<file path="src/rtl/zone_release.sv">
// -----------------------------------------------------------------------------
// zone_release
// Departure-side companion of the zone allocator. The operator selects a zone
// with sw1..sw4, keys a digit 1-9 and confirms. The amount is checked against
// the allocator's live occupancy for that zone. A valid amount is sent as one
// release request (zone + amount) over a valid/ready handshake.
//
// Optional feature macro: PARTIAL_RELEASE_EN
//   defined   : an over-sized request is clamped to the zone occupancy
//               (error only when the zone is empty)
//   undefined : any amount above the occupancy is an error
//
// Ports
//   clk          in   system clock
//   rst_n        in   asynchronous reset, active-low
//   sw1_i..sw4_i in   zone select, priority sw1 > sw2 > sw3 > sw4
//   key_edge_i   in   [9:1] digit pulses, [10] CONFIRM, [11] CANCEL
//   occ1_i..occ4_i in current occupied count per zone
//   rel_ready_i  in   allocator accepts the request this cycle
//   rel_valid_o  out  release request pending
//   rel_zone_o   out  0..3 = zone 1..4
//   rel_amt_o    out  slots to release
//   pend_amt_o   out  digit currently entered (0 when none)
//   busy_o       out  controller not idle
//   err_o        out  amount rejected, waiting for operator
// -----------------------------------------------------------------------------
module zone_release #(
    parameter int CAPACITY    = 15,
    parameter int TIMEOUT_CYC = 200000000
) (
    input  logic        clk,
    input  logic        rst_n,
    input  logic        sw1_i,
    input  logic        sw2_i,
    input  logic        sw3_i,
    input  logic        sw4_i,
    input  logic [15:0] key_edge_i,
    input  logic [3:0]  occ1_i,
    input  logic [3:0]  occ2_i,
    input  logic [3:0]  occ3_i,
    input  logic [3:0]  occ4_i,
    input  logic        rel_ready_i,
    output logic        rel_valid_o,
    output logic [1:0]  rel_zone_o,
    output logic [3:0]  rel_amt_o,
    output logic [3:0]  pend_amt_o,
    output logic        busy_o,
    output logic        err_o
);

    localparam int          TW      = (TIMEOUT_CYC > 1) ? $clog2(TIMEOUT_CYC) : 1;
    localparam logic [TW-1:0] TO_LAST = TW'(TIMEOUT_CYC - 1);
    localparam logic [3:0]  CAP_L   = 4'(CAPACITY);

    typedef enum logic [1:0] {
        ST_IDLE  = 2'd0,
        ST_ENTRY = 2'd1,
        ST_REQ   = 2'd2,
        ST_ERR   = 2'd3
    } state_t;

    // Fixed-priority zone encode: lowest-numbered active switch wins.
    function automatic logic [1:0] zone_encode(input logic s1, input logic s2,
                                               input logic s3, input logic s4);
        logic [1:0] z;
        if (s1) begin
            z = 2'd0;
        end else if (s2) begin
            z = 2'd1;
        end else if (s3) begin
            z = 2'd2;
        end else if (s4) begin
            z = 2'd3;
        end else begin
            z = 2'd0;
        end
        return z;
    endfunction

    // Binary value of a one-hot digit vector (bit 0 = digit 1).
    function automatic logic [3:0] digit_encode(input logic [8:0] k);
        logic [3:0] d;
        d = 4'd0;
        for (int i = 0; i < 9; i++) begin
            d = k[i] ? 4'(i + 1) : d;
        end
        return d;
    endfunction

    state_t        state_q, state_d;
    logic [1:0]    zone_q, zone_d;
    logic [3:0]    pend_q, pend_d;
    logic [TW-1:0] timer_q, timer_d;
    logic [1:0]    rel_zone_q, rel_zone_d;
    logic [3:0]    rel_amt_q, rel_amt_d;
    logic          rel_valid_q, rel_valid_d;
    logic          busy_q, busy_d;
    logic          err_q, err_d;

    logic          cancel_s;
    logic          confirm_s;
    logic          digit_s;
    logic [3:0]    digit_val_s;
    logic          sw_any_s;
    logic [3:0]    occ_raw_s;
    logic [3:0]    occ_sel_s;
    logic          unused_keys_s;

    // Key decode. CANCEL masks CONFIRM, and either masks a digit, so at most
    // one event is acted on per cycle. Multi-hot digit vectors are discarded.
    always_comb begin
        cancel_s    = key_edge_i[11];
        confirm_s   = key_edge_i[10] & ~key_edge_i[11];
        digit_s     = $onehot(key_edge_i[9:1]) & ~key_edge_i[10] & ~key_edge_i[11];
        digit_val_s = digit_encode(key_edge_i[9:1]);
        sw_any_s    = sw1_i | sw2_i | sw3_i | sw4_i;
    end

    assign unused_keys_s = &{1'b0, key_edge_i[0], key_edge_i[15:12]};

    // Occupancy of the latched zone, saturated at the zone capacity so a
    // corrupted count can never authorise more than a full zone.
    always_comb begin
        case (zone_q)
            2'd0:    occ_raw_s = occ1_i;
            2'd1:    occ_raw_s = occ2_i;
            2'd2:    occ_raw_s = occ3_i;
            2'd3:    occ_raw_s = occ4_i;
            default: occ_raw_s = 4'd0;
        endcase
        if (occ_raw_s > CAP_L) begin
            occ_sel_s = CAP_L;
        end else begin
            occ_sel_s = occ_raw_s;
        end
    end

    // Next-state and datapath decisions for the release controller.
    always_comb begin
        state_d    = state_q;
        zone_d     = zone_q;
        pend_d     = pend_q;
        timer_d    = timer_q;
        rel_zone_d = rel_zone_q;
        rel_amt_d  = rel_amt_q;

        case (state_q)
            ST_IDLE: begin
                if (digit_s && sw_any_s) begin
                    state_d = ST_ENTRY;
                    zone_d  = zone_encode(sw1_i, sw2_i, sw3_i, sw4_i);
                    pend_d  = digit_val_s;
                    timer_d = '0;
                end else begin
                    state_d = ST_IDLE;
                end
            end

            ST_ENTRY: begin
                if (cancel_s) begin
                    state_d = ST_IDLE;
                    pend_d  = 4'd0;
                    timer_d = '0;
                end else if (confirm_s) begin
                    timer_d = '0;
                    if (pend_q <= occ_sel_s) begin
                        state_d    = ST_REQ;
                        rel_zone_d = zone_q;
                        rel_amt_d  = pend_q;
`ifdef PARTIAL_RELEASE_EN
                    end else if (occ_sel_s != 4'd0) begin
                        // Release what is actually parked instead of refusing.
                        state_d    = ST_REQ;
                        rel_zone_d = zone_q;
                        rel_amt_d  = occ_sel_s;
`endif
                    end else begin
                        state_d = ST_ERR;
                    end
                end else if (digit_s) begin
                    pend_d  = digit_val_s;
                    timer_d = '0;
                end else if (timer_q == TO_LAST) begin
                    state_d = ST_IDLE;
                    pend_d  = 4'd0;
                    timer_d = '0;
                end else begin
                    timer_d = timer_q + TW'(1);
                end
            end

            ST_REQ: begin
                // Keys are deliberately ignored: the request is committed.
                if (rel_valid_q && rel_ready_i) begin
                    state_d    = ST_IDLE;
                    pend_d     = 4'd0;
                    rel_zone_d = 2'd0;
                    rel_amt_d  = 4'd0;
                end else begin
                    state_d = ST_REQ;
                end
            end

            ST_ERR: begin
                if (cancel_s) begin
                    state_d = ST_IDLE;
                    pend_d  = 4'd0;
                    timer_d = '0;
                end else if (digit_s) begin
                    // Retry on the same (frozen) zone.
                    state_d = ST_ENTRY;
                    pend_d  = digit_val_s;
                    timer_d = '0;
                end else if (timer_q == TO_LAST) begin
                    state_d = ST_IDLE;
                    pend_d  = 4'd0;
                    timer_d = '0;
                end else begin
                    timer_d = timer_q + TW'(1);
                end
            end

            default: begin
                state_d    = ST_IDLE;
                zone_d     = 2'd0;
                pend_d     = 4'd0;
                timer_d    = '0;
                rel_zone_d = 2'd0;
                rel_amt_d  = 4'd0;
            end
        endcase

        // Status flags are derived from the next state so they register
        // together with it and never lag the state by a cycle.
        rel_valid_d = (state_d == ST_REQ);
        busy_d      = (state_d != ST_IDLE);
        err_d       = (state_d == ST_ERR);
    end

    // State, datapath and registered output flops.
    always_ff @(posedge clk or negedge rst_n) begin
        if (!rst_n) begin
            state_q     <= ST_IDLE;
            zone_q      <= 2'd0;
            pend_q      <= 4'd0;
            timer_q     <= '0;
            rel_zone_q  <= 2'd0;
            rel_amt_q   <= 4'd0;
            rel_valid_q <= 1'b0;
            busy_q      <= 1'b0;
            err_q       <= 1'b0;
        end else begin
            state_q     <= state_d;
            zone_q      <= zone_d;
            pend_q      <= pend_d;
            timer_q     <= timer_d;
            rel_zone_q  <= rel_zone_d;
            rel_amt_q   <= rel_amt_d;
            rel_valid_q <= rel_valid_d;
            busy_q      <= busy_d;
            err_q       <= err_d;
        end
    end

    assign rel_valid_o = rel_valid_q;
    assign rel_zone_o  = rel_zone_q;
    assign rel_amt_o   = rel_amt_q;
    assign pend_amt_o  = pend_q;
    assign busy_o      = busy_q;
    assign err_o       = err_q;

endmodule
</file>
<file path="config.mk">
export PLATFORM = sky130hd
export DESIGN_NAME = zone_release
export DESIGN_NICKNAME = d
export VERILOG_FILES = /design/src/rtl/zone_release.sv
export SDC_FILE = /design/constraint.sdc
export NUM_CORES = 1
export LEC_CHECK = 0
export CAP_MARGIN = 20
export CORE_MARGIN = 2
export CORE_UTILIZATION = 30
export CTS_CLUSTER_DIAMETER = 60
export DETAILED_ROUTE_END_ITERATION = 16
export PLACE_DENSITY = 0.49
export SLEW_MARGIN = 0
export SYNTH_ARGS = -nofsm -noshare
export SYNTH_HDL_FRONTEND = slang
export SYNTH_SLANG_ARGS = --single-unit
</file>
<file path="constraint.sdc">
create_clock -name clk -period 3.7 [get_ports clk]
set_clock_uncertainty 0.1 [all_clocks]
set_input_delay 0.37 -clock clk [delete_from_list [all_inputs] [get_ports clk]]
set_output_delay 0.37 -clock clk [all_outputs]
set_load 0.05 [all_outputs]
</file>
Word level (Yosys, flattened, before mapping)
Index checks and enable logic that the tools add are counted.
Widths: inputs -> output; s select.

word-level totals
  flip-flop bits (word level) = 45
  bits of input ports = 39
  output and inout port bits = 13
  word-level logic and storage cells = 104

cells by class
  $add $sub $neg = 9
  magnitude comparators = 2
  eq/ne operators = 16
  muxes and demuxes = 49
  bitwise gates (word level) = 8
  reductions and logical operators = 11

operators by type and width
  kind                   count
  $mux 28                6
  $pmux 28 s3            1
  $mux 4                 13
  $mux 2                 17
  $pmux 4 s4             2
  $add 28x1->28 const B  1
  $eq 28x28->1 const B   1
  $eq 2x2->1 const B     6
  $mux 3                 4
  $ne 2x2->1 const B     5
  $add 1x1->2            4
  $pmux 2 s4             1
  $pmux 4 s2             1
  $add 2x2->3            2
  $reduce_and 5->1       1
  $add 3x3->4            1
  $add 4x1->4            1
  $eq 2x1->1 const B     2
  $eq 4x1->1 const B     1
  $gt 4x4->1 const B     1
  $le 4x4->1             1
  $logic_not 2->1        2
  $pmux 2 s2             1
  $reduce_and 2->1       2
  other kinds (9)        18

Depth between registers and ports, before layout
Gate-level depths: netlist of the first run.

  word-level depth = 13
  depth in mapped cells = 15

Worst setup path after synthesis of the first run
No wires, ideal clock.

  kind = in2reg
  start = input key_edge_i[1]
  end = register timer_q[18]
  data arrival time = 3.880 ns
  required time = 3.467 ns
  setup slack = -0.413 ns
  stages = 15
  path buffers = 2
  path through = inv_1 > fa_1 > fa_1 > fa_1 > inv_1 > fa_1 > inv_1 > fa_1 > a211o_1 > a211oi_2 > nor2_1 > buf_2 > buf_2 > a32oi_1 > o41ai_1

on the way
  word-level cells in the longest chain between the ends = 11
  elaborated cells between the ends (all ways) = 15
  those cells by class = add/sub: 4; eq/ne: 2; mux: 5; bitwise: 2; reduce/logical: 2

RTL lines
  what                                   line  RTL
  from (decl)                            37    input logic [15:0] key_edge_i,
  $add 1x1->2 (not written as such) (*)  114   digit_s = $onehot(key_edge_i[9:1]) & ~key_edge_i[10] & ~key_edge_i[11];
  $add 2x2->3 (not written as such) (*)  114
  $add 3x3->4 (not written as such) (*)  114
  $add 4x1->4 (not written as such) (*)  114
  $eq 4x1->1 (*)                         114
  $and 1x1->1 (*) (2 in series)          114
  $mux 28                                180   end else if (digit_s) begin
  $mux 28                                164   end else if (confirm_s) begin
  $mux 28                                160   if (cancel_s) begin
  $pmux 28 s3                            147   case (state_q)
  to (signal assigned)                   256   timer_q <= timer_d;
  to (decl)                              93    logic [TW-1:0] timer_q, timer_d;

Every way passes the cells marked *; elsewhere a longest branch is shown, timed or not.
A chain may end at the register's enable or synchronous reset.

Worst setup path after layout of the first run
  start = input key_edge_i[4]
  end = register pend_q[1] (netlist: pend_amt_o[1])

on the way
  word-level cells in the longest chain between the ends = 11
  elaborated cells between the ends (all ways) = 22
  those cells by class = add/sub: 4; eq/ne: 2; mux: 12; bitwise: 2; reduce/logical: 2

RTL lines
  what                               line  RTL
  $add 1x1->2 (not written as such)  114
  $add 2x2->3 (not written as such)  114
  $add 3x3->4 (not written as such)  114
  $add 4x1->4 (not written as such)  114
  $eq 4x1->1                         114
  $and 1x1->1 (2 in series)          114
  $mux 4                             209   end else if (digit_s) begin
  $mux 4                             164
  $mux 4                             160
  $pmux 4 s4                         147
  to (signal assigned)               255   pend_q <= pend_d;
  to (decl)                          92    logic [3:0] pend_q, pend_d;

Parallel ways exist; a longest one is shown, timed or not. The select of a mux whose other input is x is not followed.

==> results of run 1 <==
worst reg2reg max path, cell delays in order, from the launching register on:
cell	delay [ns]
dfrtp_1	0.42
ha_1	0.25
nand4_1	0.25
nor4_4	0.40
nand2_2	0.51
a211o_4	0.55
mux2_4	0.30
per-stage QoR:
stage	cells	setup TNS, ns	setup WS [ns]	area [sq um]
3_5_place_dp	522	-33.14	-0.965	3800
3_3_place_gp	522	-31.64	-0.908	3800
6_report	539	-4.73	-0.211	4380
2_1_floorplan	328	-5.51	-0.286	3000
5_1_grt	539	-8.95	-0.299	4380
4_1_cts	537	-8.32	-0.313	4160
layout by cell type (no fill, tap or decap), drive strengths merged, types with 4 or more instances in the layout:
master	n
nor2	24
mux4	4
nand2	30
nand4	19
mux2	4
o21ai	14
a31oi	27
fa	5
o211ai	6
ha	8
clkdlybuf4s50	41
mux2i	4
buf	41
nand3	18
inv	27
and3	7
nor3	6
nor4	10
a21oi	7
clkbuf	6
dfrtp	45
Yosys cell counts, drive strengths merged (3+ instances only):
library cell	number
nand4	19
mux2	4
a22o	3
o21ai	14
o211ai	6
a211o	3
nand2	30
and4	3
nand3	18
dfrtp	45
nor4	10
clkbuf	10
fa	5
ha	8
nor2	24
a31oi	27
o22ai	3
buf	5
inv	27
and3	7
mux2i	4
and2	3
mux4	4
a21oi	7
nor3	6
what timing repair did:
action / in CTS / in global routing
buffers inserted: 6 / 1
gates resized for setup: 64 / 35
endpoints found under the setup margin: 39 / 39
pin swaps: 23 / 21
hold buffers: 0 / 1
hold endpoints to repair: 0 / 18
gates cloned: 2 / 0
area by class of cell:
cell class / instances / area [sq um]
flip-flops and latches: 45 / 1130
multi-input cells: 241 / 1980
clock inverters: 3 / 65.1
fillers: 950 / 5350
repair buffers: 85 / 866
inverters: 27 / 106
well taps: 133 / 166
clock buffers: 5 / 68.8
registers in the layout (all words and copies together) (netlist names):
name	cells
rel_amt_o	4
rel_zone_o	2
state_q	2
err_o	1
pend_amt_o	4
timer_q	28
zone_q	2
busy_o	1
rel_valid_o	1
cells by family after synthesis:
logic type / after synthesis / share of synthesized area [%]
AND/OR/NAND/NOR: 131 / 24.4
AO/OA/AOI/OAI: 81 / 18.5
flip-flops: 45 / 37.8
buffers and inverters: 42 / 5.50
adder cells (fa/ha/maj): 13 / 6.71
multiplexers: 12 / 5.88
XOR/XNOR: 4 / 1.18
metal layers:
| metal | vias to the layer above | wire length (um) | track usage [%] |
|---|---|---|---|
| met5 | - | 0 | 0 |
| met3 | 2 | 202 | 2.33 |
| met1 | 1431 | 4110 | 21.8 |
| li1 | 1395 | - | - |
| met4 | 0 | 44 | 3.86 |
| met2 | 30 | 4330 | 26.2 |
power by group:
group	internal [mW]	leakage (nW)	switching (mW)
logic	0.526	1.11	0.610
registers	0.595	0.614	0.127
clock network	0.269	0.0681	0.177
worst max path at each step:
stage                             start                        end  slack [ns]
after global routing      key_edge_i[4]     timer_q[8]$_DFFE_PN0P_       -0.30
after floorplan           key_edge_i[1]  pend_amt_o[1]$_DFFE_PN0P_       -0.29
after global placement    key_edge_i[1]  pend_amt_o[0]$_DFFE_PN0P_       -0.91
after CTS                 key_edge_i[4]  pend_amt_o[1]$_DFFE_PN0P_       -0.31
final                     key_edge_i[4]  pend_amt_o[1]$_DFFE_PN0P_       -0.21
after detailed placement  key_edge_i[1]  pend_amt_o[1]$_DFFE_PN0P_       -0.97
==> results.txt, run 1 <==
Status = complete, but fails checks
Failing checks = setup timing
Cells after synthesis = 328
Async SR Flop Fraction = 100%
Initial Utilization = 30.6%
RSZ-0062 raised after global routing = true
Total CTS buffers = 5
Final worst path period need = 3.91 ns
Synthesis-to-finish area growth = 46.9%
Clock sink count = 45
Layout cells sized above 1 = 28.3%
Mapped Area = 0.00298 sq mm
Clk buf depth = 2
Min-delay src = timer_q[22]$_DFFE_PN0P_
Nature of the critical path endpoint = flop
R2r setup slk = 0.81 ns
Min Hold Slack = 0.400 ns
Clk pin slew, worst setup/hold paths = 0.09 ns
Worst-path cell chain = buf_8, inv_4, fa_1, fa_1, fa_1, inv_2, fa_2, inv_2, fa_2, nand4bb_4, a211o_1, o21a_1, a211o_4, mux2_4
Syn avg cell area = 9.09 sq um
Startpoint types = input port
Static Leak = 1.79 nW
Max Fanout on Critical Path = 4
Grt total ovfl = 0
DR vias = 2858
Routed WL per cell = 16.1 um
Worst-Margin Slew = 0.991 ns
Residual DRC = 0
YS warnings = 0
First DRT Iteration DRCs = 117
Synth unique cells = 53
Req. time, crit path = 3.78 ns
Max Freq = 256 MHz
Worst Hold End = timer_q[22]$_DFFE_PN0P_
CORE AREA = 0.00973 sq mm
Final worst setup slack = -0.211 ns
Total Wirelength = 8680 um
Routability cong. = 0.775
Nets = 457
DP HPWL = 5910 um
CP max-delay cell = fa_2
PortBufs = 46
WP depth = 14
First-pass GRT wire length = 14100 um
Final hold violations = 0
Pwr per Cell Area = 526 mW/mm^2
Critical path start-end classification = input port to flop
EDFF count, synth = 0
Largest net degree at the start of global routing = 46
Max Cap Violations = 0
Final core utilization = 45.0%
R2R Path Start = timer_q[0]$_DFFE_PN0P_
ANT cells = 0
Mapped Nets = 380
Final ANT Viol Nets = 0
Row count = 36
Min-Delay Path Depth = 1
Worst skew pair latency = 0.30 ns
Sequential-to-total area share from yosys stat = 37.8%
Top_reg_cell synth = dfrtp_1
CP delay by family, top = adder cells
Die H = 104 um
Reg-to-Reg End = pend_amt_o[1]$_DFFE_PN0P_
Slew margin rel. = 33.4%
CTS root buf = clkbuf_8
Setup violations, final = 36
Largest cells by area after synthesis = dfrtp_1 (38%), a31oi_1 (5.7%), nand4_1 (3.8%), nand2_1 (3.7%), inv_1 (3.4%)
Io pins = 52
Buffers & Inverters on Critical Path = 4
CTS tree = built
Max Transition Viols Final = 0
Worst VDD drop = 241 uV
Synth top area share = 37.8%
Period utilisation layout = 106%
Worst min path class = flop to flop
Die area = 0.0108 sq mm
Synthesis-stage register bit count = 45
Initial antenna violation count = 0
Worst EP arrival = 3.99 ns
Cells on worst reg2reg path = 6
Number of global-route vias before repair = 2859
DIE WIDTH = 104 um
Gr usage total = 15.8%
CP max stage delay = 0.58 ns
Post-layout total power = 2.30 mW
Routed vias/inst = 5.30
Drt pass-1 iters = 4
Yosys top cell by area = dfrtp_1
Cell mode on critical path = fa_1
Clock H-tree levels = 2
Note: power is estimated with default switching activity, not from simulation.
==> inputs of run 2 (changes only) <==
--- a/config.mk
+++ b/config.mk
@@ -6,11 +6,13 @@
 export NUM_CORES = 1
 export LEC_CHECK = 0
 export CAP_MARGIN = 20
-export CORE_MARGIN = 2
+export CELL_PAD_IN_SITES_DETAIL_PLACEMENT = 1
+export CELL_PAD_IN_SITES_GLOBAL_PLACEMENT = 2
 export CORE_UTILIZATION = 30
 export CTS_CLUSTER_DIAMETER = 60
 export DETAILED_ROUTE_END_ITERATION = 16
-export PLACE_DENSITY = 0.49
+export PLACE_DENSITY = 0.74
+export RECOVER_POWER = 50
 export SLEW_MARGIN = 0
 export SYNTH_ARGS = -nofsm -noshare
 export SYNTH_HDL_FRONTEND = slang
==> run 2 against run 1 <==
Net effect: the run ends with capacitance limit, slew limit, setup timing left; non-clock buffer count fell by 2; via count rose by 3.2%; first-iteration DRC count fell by 4.3%; hold slack got worse by 0.0086 ns; sequential power rose by 1%; fmax rose by 0.86%; combinational power barely moved; critical path depth rose by 1; register-to-register slack got worse by 0.10 ns; cell count fell by 0.19%; clock-buffer cell count did not move; critical path type unchanged; largest power group unchanged.
==> results.txt, run 2 (synthesized netlist as in run 1, its figures left out) <==
CTS root buf = clkbuf_8 (unchanged)
Slew margin rel. = -47.7% (was 33.4%)
Clk pin slew, worst setup/hold paths = 0.09 ns (about the same)
Worst min path class = flop to flop (unchanged)
Most common cell after layout, fill and taps aside = dfrtp_1 (unchanged)
DIE WIDTH = 102 um (was 104 um)
Cells on worst reg2reg path = 8 (was 6)
Max Freq = 258 MHz (was 256 MHz)
Clock H-tree levels = 2 (unchanged)
Final hold violations = 0 (unchanged)
Status = complete, but fails checks (unchanged)
CP max stage delay = 0.55 ns (was 0.58 ns)
PortBufs = 46 (unchanged)
Grt total ovfl = 0 (unchanged)
Failing checks = capacitance limit, slew limit, setup timing (was setup timing)
Pwr per Cell Area = 513 mW/mm^2 (was 526 mW/mm^2)
Nature of the critical path endpoint = flop (unchanged)
Io pins = 52 (unchanged)
Largest net degree at the start of global routing = 46 (unchanged)
Gr usage total = 19.6% (was 15.8%)
Setup violations, final = 35 (was 36)
Commonest non-fill, non-tap cells in the layout = dfrtp_1 (45), clkdlybuf4s50_1 (41), nand2_1 (25) (was dfrtp_1 (45), clkdlybuf4s50_1 (41), nand2_1 (27))
Final ANT Viol Nets = 0 (unchanged)
Max Cap Violations = 1 (was 0)
Routed vias/inst = 5.48 (was 5.30)
Post-layout total power = 2.18 mW (was 2.30 mW)
Final core utilization = 43.8% (was 45.0%)
DP HPWL = 6810 um (was 5910 um)
Final worst path period need = 3.88 ns (was 3.91 ns)
Worst EP arrival = 3.98 ns (was 3.99 ns)
Worst-path cell chain = buf_8, inv_4, fa_1, fa_1, fa_1, inv_2, fa_2, inv_2, fa_2, nand4bb_4, a211oi_4, buf_6, nor2_4, a211o_4, mux2_4 (was buf_8, inv_4, fa_1, fa_1, fa_1, inv_2, fa_2, inv_2, fa_2, nand4bb_4, a211o_1, o21a_1, a211o_4, mux2_4)
CORE AREA = 0.00968 sq mm (was 0.00973 sq mm)
First-pass GRT wire length = 15800 um (was 14100 um)
Multi-input logic area = 0.00192 sq mm (was 0.00198 sq mm)
Min-Delay Path Depth = 1 (unchanged)
Routability cong. = 0.755 (was 0.775)
Register area = 0.00113 sq mm (unchanged)
Row count = 36 (unchanged)
Period utilisation layout = 105% (was 106%)
Worst VDD drop = 231 uV (was 241 uV)
Non-Filler Instances = 538 (was 539)
Nets = 456 (was 457)
Inst Count DP = 516 (was 522)
Residual DRC = 0 (unchanged)
Cell mode on critical path = fa_1 (unchanged)
Worst skew pair latency = 0.31 ns (was 0.30 ns)
Synthesis-to-finish area growth = 42.3% (was 46.9%)
Routed WL per cell = 18.1 um (was 16.1 um)
Total Wirelength = 9720 um (was 8680 um)
ANT cells = 0 (unchanged)
DR vias = 2949 (was 2858)
Largest register FFs = 28 (unchanged)
Worst-Margin Slew = 2.22 ns (was 0.991 ns)
Drt pass-1 iters = 4 (unchanged)
Dpl cell area = 0.00375 sq mm (was 0.00380 sq mm)
Layout cells sized above 1 = 24.4% (was 28.3%)
Max Transition Viols Final = 39 (was 0)
Startpoint types = input port (unchanged)
Reg with most FFs = timer_q (unchanged)
Fillers = 1095 (was 950)
WP depth = 15 (was 14)
Die H = 102 um (was 104 um)
Initial Utilization = 30.8% (was 30.6%)
Final worst setup slack = -0.177 ns (was -0.211 ns)
Total CTS buffers = 5 (unchanged)
First DRT Iteration DRCs = 112 (was 117)
Setup_tns = -3.04 ns (was -4.73 ns)
Number of global-route vias before repair = 3087 (was 2859)
Die area = 0.0103 sq mm (was 0.0108 sq mm)
CP max-delay cell = fa_2 (unchanged)
Max Fanout on Critical Path = 7 (was 4)
CP delay by family, top = adder cells (unchanged)
CTS tree = built (unchanged)
Req. time, crit path = 3.80 ns (was 3.78 ns)
Buffers & Inverters on Critical Path = 5 (was 4)
Initial antenna violation count = 0 (unchanged)
Clock sink count = 45 (unchanged)
Static Leak = 1.75 nW (was 1.79 nW)
Design Area, Final = 0.00424 sq mm (was 0.00438 sq mm)
Clk buf depth = 2 (unchanged)
Critical path start-end classification = input port to flop (unchanged)
RSZ-0062 raised after global routing = true (unchanged)
-- run 2: changes by cell type in the layout (fill, tap and decap cells not counted), sizes merged --
cell / change
buf: -4
inv: +1
clkinvlp: +1
nor2: +1
clkbuf: +2
bufinv: -2
-- run 2: per-layer routing --
metal  global-route usage, %  wire [um]  vias up
met1                    26.7       4730     1498
li1                        -          -     1392
met5                       0          0        -
met4                    5.35        135        0
met3                    2.42        208       11
met2                    32.6       4650       48
-- run 2: final cells by class --
cell class	instances	area share (%)
Clock inverter	3	0.501
Multi-Input combinational cell	242	45.3
Inverter	27	2.45
Sequential cell	45	26.5
Timing Repair Buffer	83	19.7
Clock buffer	5	1.62
Tap cell	133	3.92
-- run 2: metrics by stage --
stage / hold slack, ns / worst slack [ns]
global placement: 0.373 / -0.905
finish: 0.392 / -0.177
global route: 0.396 / -0.299
floorplan: -0.0256 / -0.286
detailed placement: 0.378 / -1.07
CTS: 0.195 / -0.388
-- run 2: worst register-to-register path, delay by kind of cell, from the launching register on --
family	cells	cell delay, ns
AO/OA/AOI/OAI	2	0.73
adder cells (fa/ha/maj)	1	0.23
buffers and inverters	1	0.07
flip-flops	1	0.56
multiplexers	1	0.54
AND/OR/NAND/NOR	3	0.63
-- run 2: power by group --
group	internal, mW	switching (mW)	total, mW
clock	0.135	0.193	0.328
sequential	0.595	0.137	0.732
combinational	0.501	0.616	1.12
-- run 2: path summary, 6_finish.rpt --
kind | startpoint | to | slack (ns)
max in group asynchronous | rst_n | timer_q[14]$_DFFE_PN0P_ | 0.69
setup reg to reg | zone_q[1]$_DFFE_PN0P_ | rel_zone_o[0]$_DFFE_PN0P_ | 0.71
setup / recovery | key_edge_i[4] | pend_amt_o[3]$_DFFE_PN0P_ | -0.18
hold reg to reg | timer_q[22]$_DFFE_PN0P_ | timer_q[22]$_DFFE_PN0P_ | 0.39
hold / removal | timer_q[22]$_DFFE_PN0P_ | timer_q[22]$_DFFE_PN0P_ | 0.39
min in group asynchronous | rst_n | rel_amt_o[3]$_DFFE_PN0P_ | 0.40
-- run 2: timing repair --
action                                  4_1_cts  5_1_grt
endpoints found under the setup margin       39       39
setup buffers                                 6        5
gates resized for setup                      66       17
pin swaps                                    23       16
endpoints found under the hold margin         0        7
gates cloned                                  2        1
hold buffers                                  0        1
==> inputs of run 3 (changes only) <==
--- a/config.mk
+++ b/config.mk
@@ -5,13 +5,14 @@
 export SDC_FILE = /design/constraint.sdc
 export NUM_CORES = 1
 export LEC_CHECK = 0
+export ABC_AREA = 1
 export CAP_MARGIN = 20
 export CELL_PAD_IN_SITES_DETAIL_PLACEMENT = 1
 export CELL_PAD_IN_SITES_GLOBAL_PLACEMENT = 2
-export CORE_UTILIZATION = 30
+export CORE_UTILIZATION = 29
 export CTS_CLUSTER_DIAMETER = 60
 export DETAILED_ROUTE_END_ITERATION = 16
-export PLACE_DENSITY = 0.74
+export PLACE_DENSITY = 0.78
 export RECOVER_POWER = 50
 export SLEW_MARGIN = 0
 export SYNTH_ARGS = -nofsm -noshare
==> run 3 against run 2 <==
Net effect: the run ends with capacitance limit, slew limit left; sequential share of layout area fell by 1.1 points; via count is 9.3% higher; die area up 9.4%; clock power up 1%; cell count increased by 28%; fmax rose by 5.3%; critical path depth is 6 higher; wire length is 2.3% higher.
==> results.txt, run 3 <==
Flop pwr share = 35.1% (was 33.6%)
Pwr per Cell Area = 568 mW/mm^2 (was 513 mW/mm^2)
First-pass GRT wire length = 16700 um (was 15800 um)
CTS tree = built (unchanged)
Row count = 37 (was 36)
Combinational fraction of design power = 51.7% (was 51.3%)
Max Freq = 272 MHz (was 258 MHz)
Largest net degree at the start of global routing = 31 (was 46)
Top_reg_cell synth = dfrtp_1 (unchanged)
Multi-input logic area = 0.00189 sq mm (was 0.00192 sq mm)
R2R Path Start = zone_q[1]$_DFFE_PN0P_ (unchanged)
Number of global-route vias before repair = 3454 (was 3087)
Layout cells sized above 1 = 19.1% (was 24.4%)
Worst skew pair latency = 0.31 ns (about the same)
Final ANT Viol Nets = 0 (unchanged)
Cells on worst reg2reg path = 10 (was 8)
Reg with most FFs = timer_q (unchanged)
Yosys top cell by area = dfrtp_1 (unchanged)
Mapped Nets = 522 (was 380)
Worst EP arrival = 3.83 ns (was 3.98 ns)
Final worst path period need = 3.68 ns (was 3.88 ns)
DP HPWL = 7390 um (was 6810 um)
Syn avg cell area = 6.72 sq um (was 9.09 sq um)
Clock H-tree levels = 2 (unchanged)
ANT cells = 0 (unchanged)
First DRT Iteration DRCs = 123 (was 112)
Grt total ovfl = 0 (unchanged)
Final worst setup slack = 0.0181 ns (was -0.177 ns)
Fillers = 1339 (was 1095)
Mapped Area = 0.00316 sq mm (was 0.00298 sq mm)
Routed vias/inst = 4.70 (was 5.48)
Cells after synthesis = 470 (was 328)
CP max-delay cell = fa_1 (was fa_2)
Clock power frac = 13.2% (was 15.0%)
Min Hold Slack = 0.443 ns (was 0.392 ns)
CP max stage delay = 0.54 ns (was 0.55 ns)
Nets = 601 (was 456)
DR vias = 3222 (was 2949)
Sequential-to-total area share from yosys stat = 35.7% (was 37.8%)
Most common cell after layout, fill and taps aside = nand2_1 (was dfrtp_1)
Commonest non-fill, non-tap cells in the layout = nand2_1 (115), inv_1 (75), nor2_1 (62) (was dfrtp_1 (45), clkdlybuf4s50_1 (41), nand2_1 (25))
Switching power = 1.18 mW (was 0.946 mW)
Status = complete, but fails checks (unchanged)
Gr usage total = 18.6% (was 19.6%)
Commonest cells in the netlist = nand2_1 (136), inv_1 (80), nor2_1 (67) (was dfrtp_1 (45), nand2_1 (29), a31oi_1 (27), inv_1 (27), nor2_1 (24))
Drt pass-1 iters = 4 (unchanged)
Req. time, crit path = 3.85 ns (was 3.80 ns)
Largest cells by area after synthesis = dfrtp_1 (36%), nand2_1 (16%), inv_1 (9.5%), nor2_1 (8.0%), nand3_1 (4.1%) (was dfrtp_1 (38%), a31oi_1 (5.7%), nand4_1 (3.8%), nand2_1 (3.7%), inv_1 (3.4%))
Initial Utilization = 30.2% (was 30.8%)
Worst min path class = flop to flop (unchanged)
Nature of the critical path endpoint = flop (unchanged)
Min-delay src = timer_q[0]$_DFFE_PN0P_ (was timer_q[22]$_DFFE_PN0P_)
Synthesis-stage register bit count = 45 (unchanged)
Synth unique cells = 31 (was 53)
Worst-Margin Slew = 1.76 ns (was 2.22 ns)
Critical path start-end classification = input port to flop (unchanged)
EDFF count, synth = 0 (unchanged)
Residual DRC = 0 (unchanged)
Period utilisation layout = 99.5% (was 105%)
Inst Count DP = 664 (was 516)
DIE WIDTH = 106 um (was 102 um)
Max Cap Violations = 1 (unchanged)
Worst-path cell chain = buf_6, inv_2, fa_1, fa_1, fa_1, inv_2, fa_2, inv_2, fa_1, nand2_1, inv_1, nand2_2, nor2_4, nand3_4, o21bai_4, buf_6, buf_12, nand2_2, nand2_1, inv_1, a21oi_1 (was buf_8, inv_4, fa_1, fa_1, fa_1, inv_2, fa_2, inv_2, fa_2, nand4bb_4, a211oi_4, buf_6, nor2_4, a211o_4, mux2_4)
YS warnings = 0 (unchanged)
Non-Filler Instances = 686 (was 538)
Die area = 0.0113 sq mm (was 0.0103 sq mm)
CTS root buf = clkbuf_8 (unchanged)
Synth top area share = 35.7% (was 37.8%)
Crit. Startpoint = key_edge_i[1] (was key_edge_i[4])
Total Wirelength = 9950 um (was 9720 um)
Clk pin slew, worst setup/hold paths = 0.11 ns (was 0.09 ns)
Setup_tns = 0 ns (was -3.04 ns)
Routability cong. = 0.832 (was 0.755)
RSZ-0062 raised after global routing = true (unchanged)
Routed WL per cell = 14.5 um (was 18.1 um)
Max Transition Viols Final = 31 (was 39)
Switching share of power = 46.8% (was 43.5%)
Cell mode on critical path = fa_1 (unchanged)
Async SR Flop Fraction = 100% (unchanged)
Register area = 0.00113 sq mm (unchanged)
PortBufs = 46 (unchanged)
Clock sink count = 45 (unchanged)
Synthesis-to-finish area growth = 40.2% (was 42.3%)
Most frequent cell after synthesis = nand2_1 (was dfrtp_1)
Final hold violations = 0 (unchanged)
Die H = 106 um (was 102 um)
Startpoint types = input port (unchanged)
Max Fanout on Critical Path = 7 (unchanged)
CORE AREA = 0.0105 sq mm (was 0.00968 sq mm)
Initial antenna violation count = 0 (unchanged)
Failing checks = capacitance limit, slew limit (was capacitance limit, slew limit, setup timing)
Min-Delay Path Depth = 1 (unchanged)
Setup violations, final = 0 (was 35)
Place WS = -0.756 ns (was -1.07 ns)
Total CTS buffers = 5 (unchanged)
Io pins = 52 (unchanged)
Worst VDD drop = 244 uV (was 231 uV)
Largest register FFs = 28 (unchanged)
Static Leak = 2.09 nW (was 1.75 nW)
Slew margin rel. = -17.3% (was -47.7%)
Pint = 1.34 mW (was 1.23 mW)
Clk buf depth = 2 (unchanged)
[run 3: what timing repair did]
action / CTS / global route
pin swaps: 32 / 33
endpoints found under the hold margin: 15 / 0
resized for setup: 75 / 29
hold buffers: 1 / 0
buffers inserted: 10 / 3
gates cloned: 4 / 0
endpoints found under the setup margin: 39 / 39
[run 3: worst paths after layout]
kind                                                   to  slack (ns)
worst max-delay path               timer_q[2]$_DFFE_PN0P_        0.02
worst min-delay path               timer_q[0]$_DFFE_PN0P_        0.44
worst max register to register   rel_amt_o[3]$_DFFE_PN0P_        1.14
worst min register to register     timer_q[0]$_DFFE_PN0P_        0.44
max in group asynchronous                busy_o$_DFF_PN0_        0.73
min in group asynchronous       pend_amt_o[0]$_DFFE_PN0P_        0.64
[run 3: critical path, delay by kind of cell]
family | cells | cell delay (ns)
AND/OR/NAND/NOR | 6 | 0.44
adder cells (fa/ha/maj) | 5 | 2.08
buffers and inverters | 8 | 0.57
AO/OA/AOI/OAI | 2 | 0.34
[run 3: area by class of cell]
class	instances	area share [%]
Clock inverter	3	0.480
Timing Repair Buffer	79	18.9
Tap cell	136	3.84
Clock buffer	5	1.55
Sequential cell	45	25.4
Multi-Input combinational cell	336	42.7
Inverter	82	7.07
[run 3: metal layers]
| metal | part of all wire (%) | GRT usage [%] | vias to the layer above |
|---|---|---|---|
| met5 | 0 | 0 | - |
| met4 | 0.76 | 3.87 | 0 |
| met3 | 2.3 | 1.78 | 6 |
| met2 | 47 | 31.6 | 34 |
| met1 | 50 | 25.6 | 1551 |
| li1 | - | - | 1631 |
[run 3: per-stage QoR]
stage                     power, mW  cell area [sq um]  utilization [%]
final                          2.51               4430             42.3
after global routing           2.72               4430             42.3
after CTS                      2.51               4360             41.7
after detailed placement       1.99               3910             37.4
after global placement         1.94               3910             37.4
after floorplan                1.57               3160                -
[run 3: power groups by stage]
stage | Clock (mW) | Combinational (mW) | Sequential (mW)
2_1_floorplan | 0 | 0.581 | 0.994
3_3_place_gp | 0 | 1.06 | 0.880
3_5_place_dp | 0 | 1.10 | 0.886
4_1_cts | 0.343 | 1.29 | 0.880
5_1_grt | 0.353 | 1.45 | 0.921
6_report | 0.332 | 1.30 | 0.882
[run 3: cells by family (layout without fill, tap and decap cells)]
group	Yosys count	count (layout)	share of synthesized area, %
adders and majority gates	13	13	6.34
and+or+nand+nor	260	260	34.5
xor gates and xnor gates	5	5	1.39
AOI/OAI and AO/OA	58	58	10.6
DFF	45	45	35.7
buffers and inverters	89	169	11.5
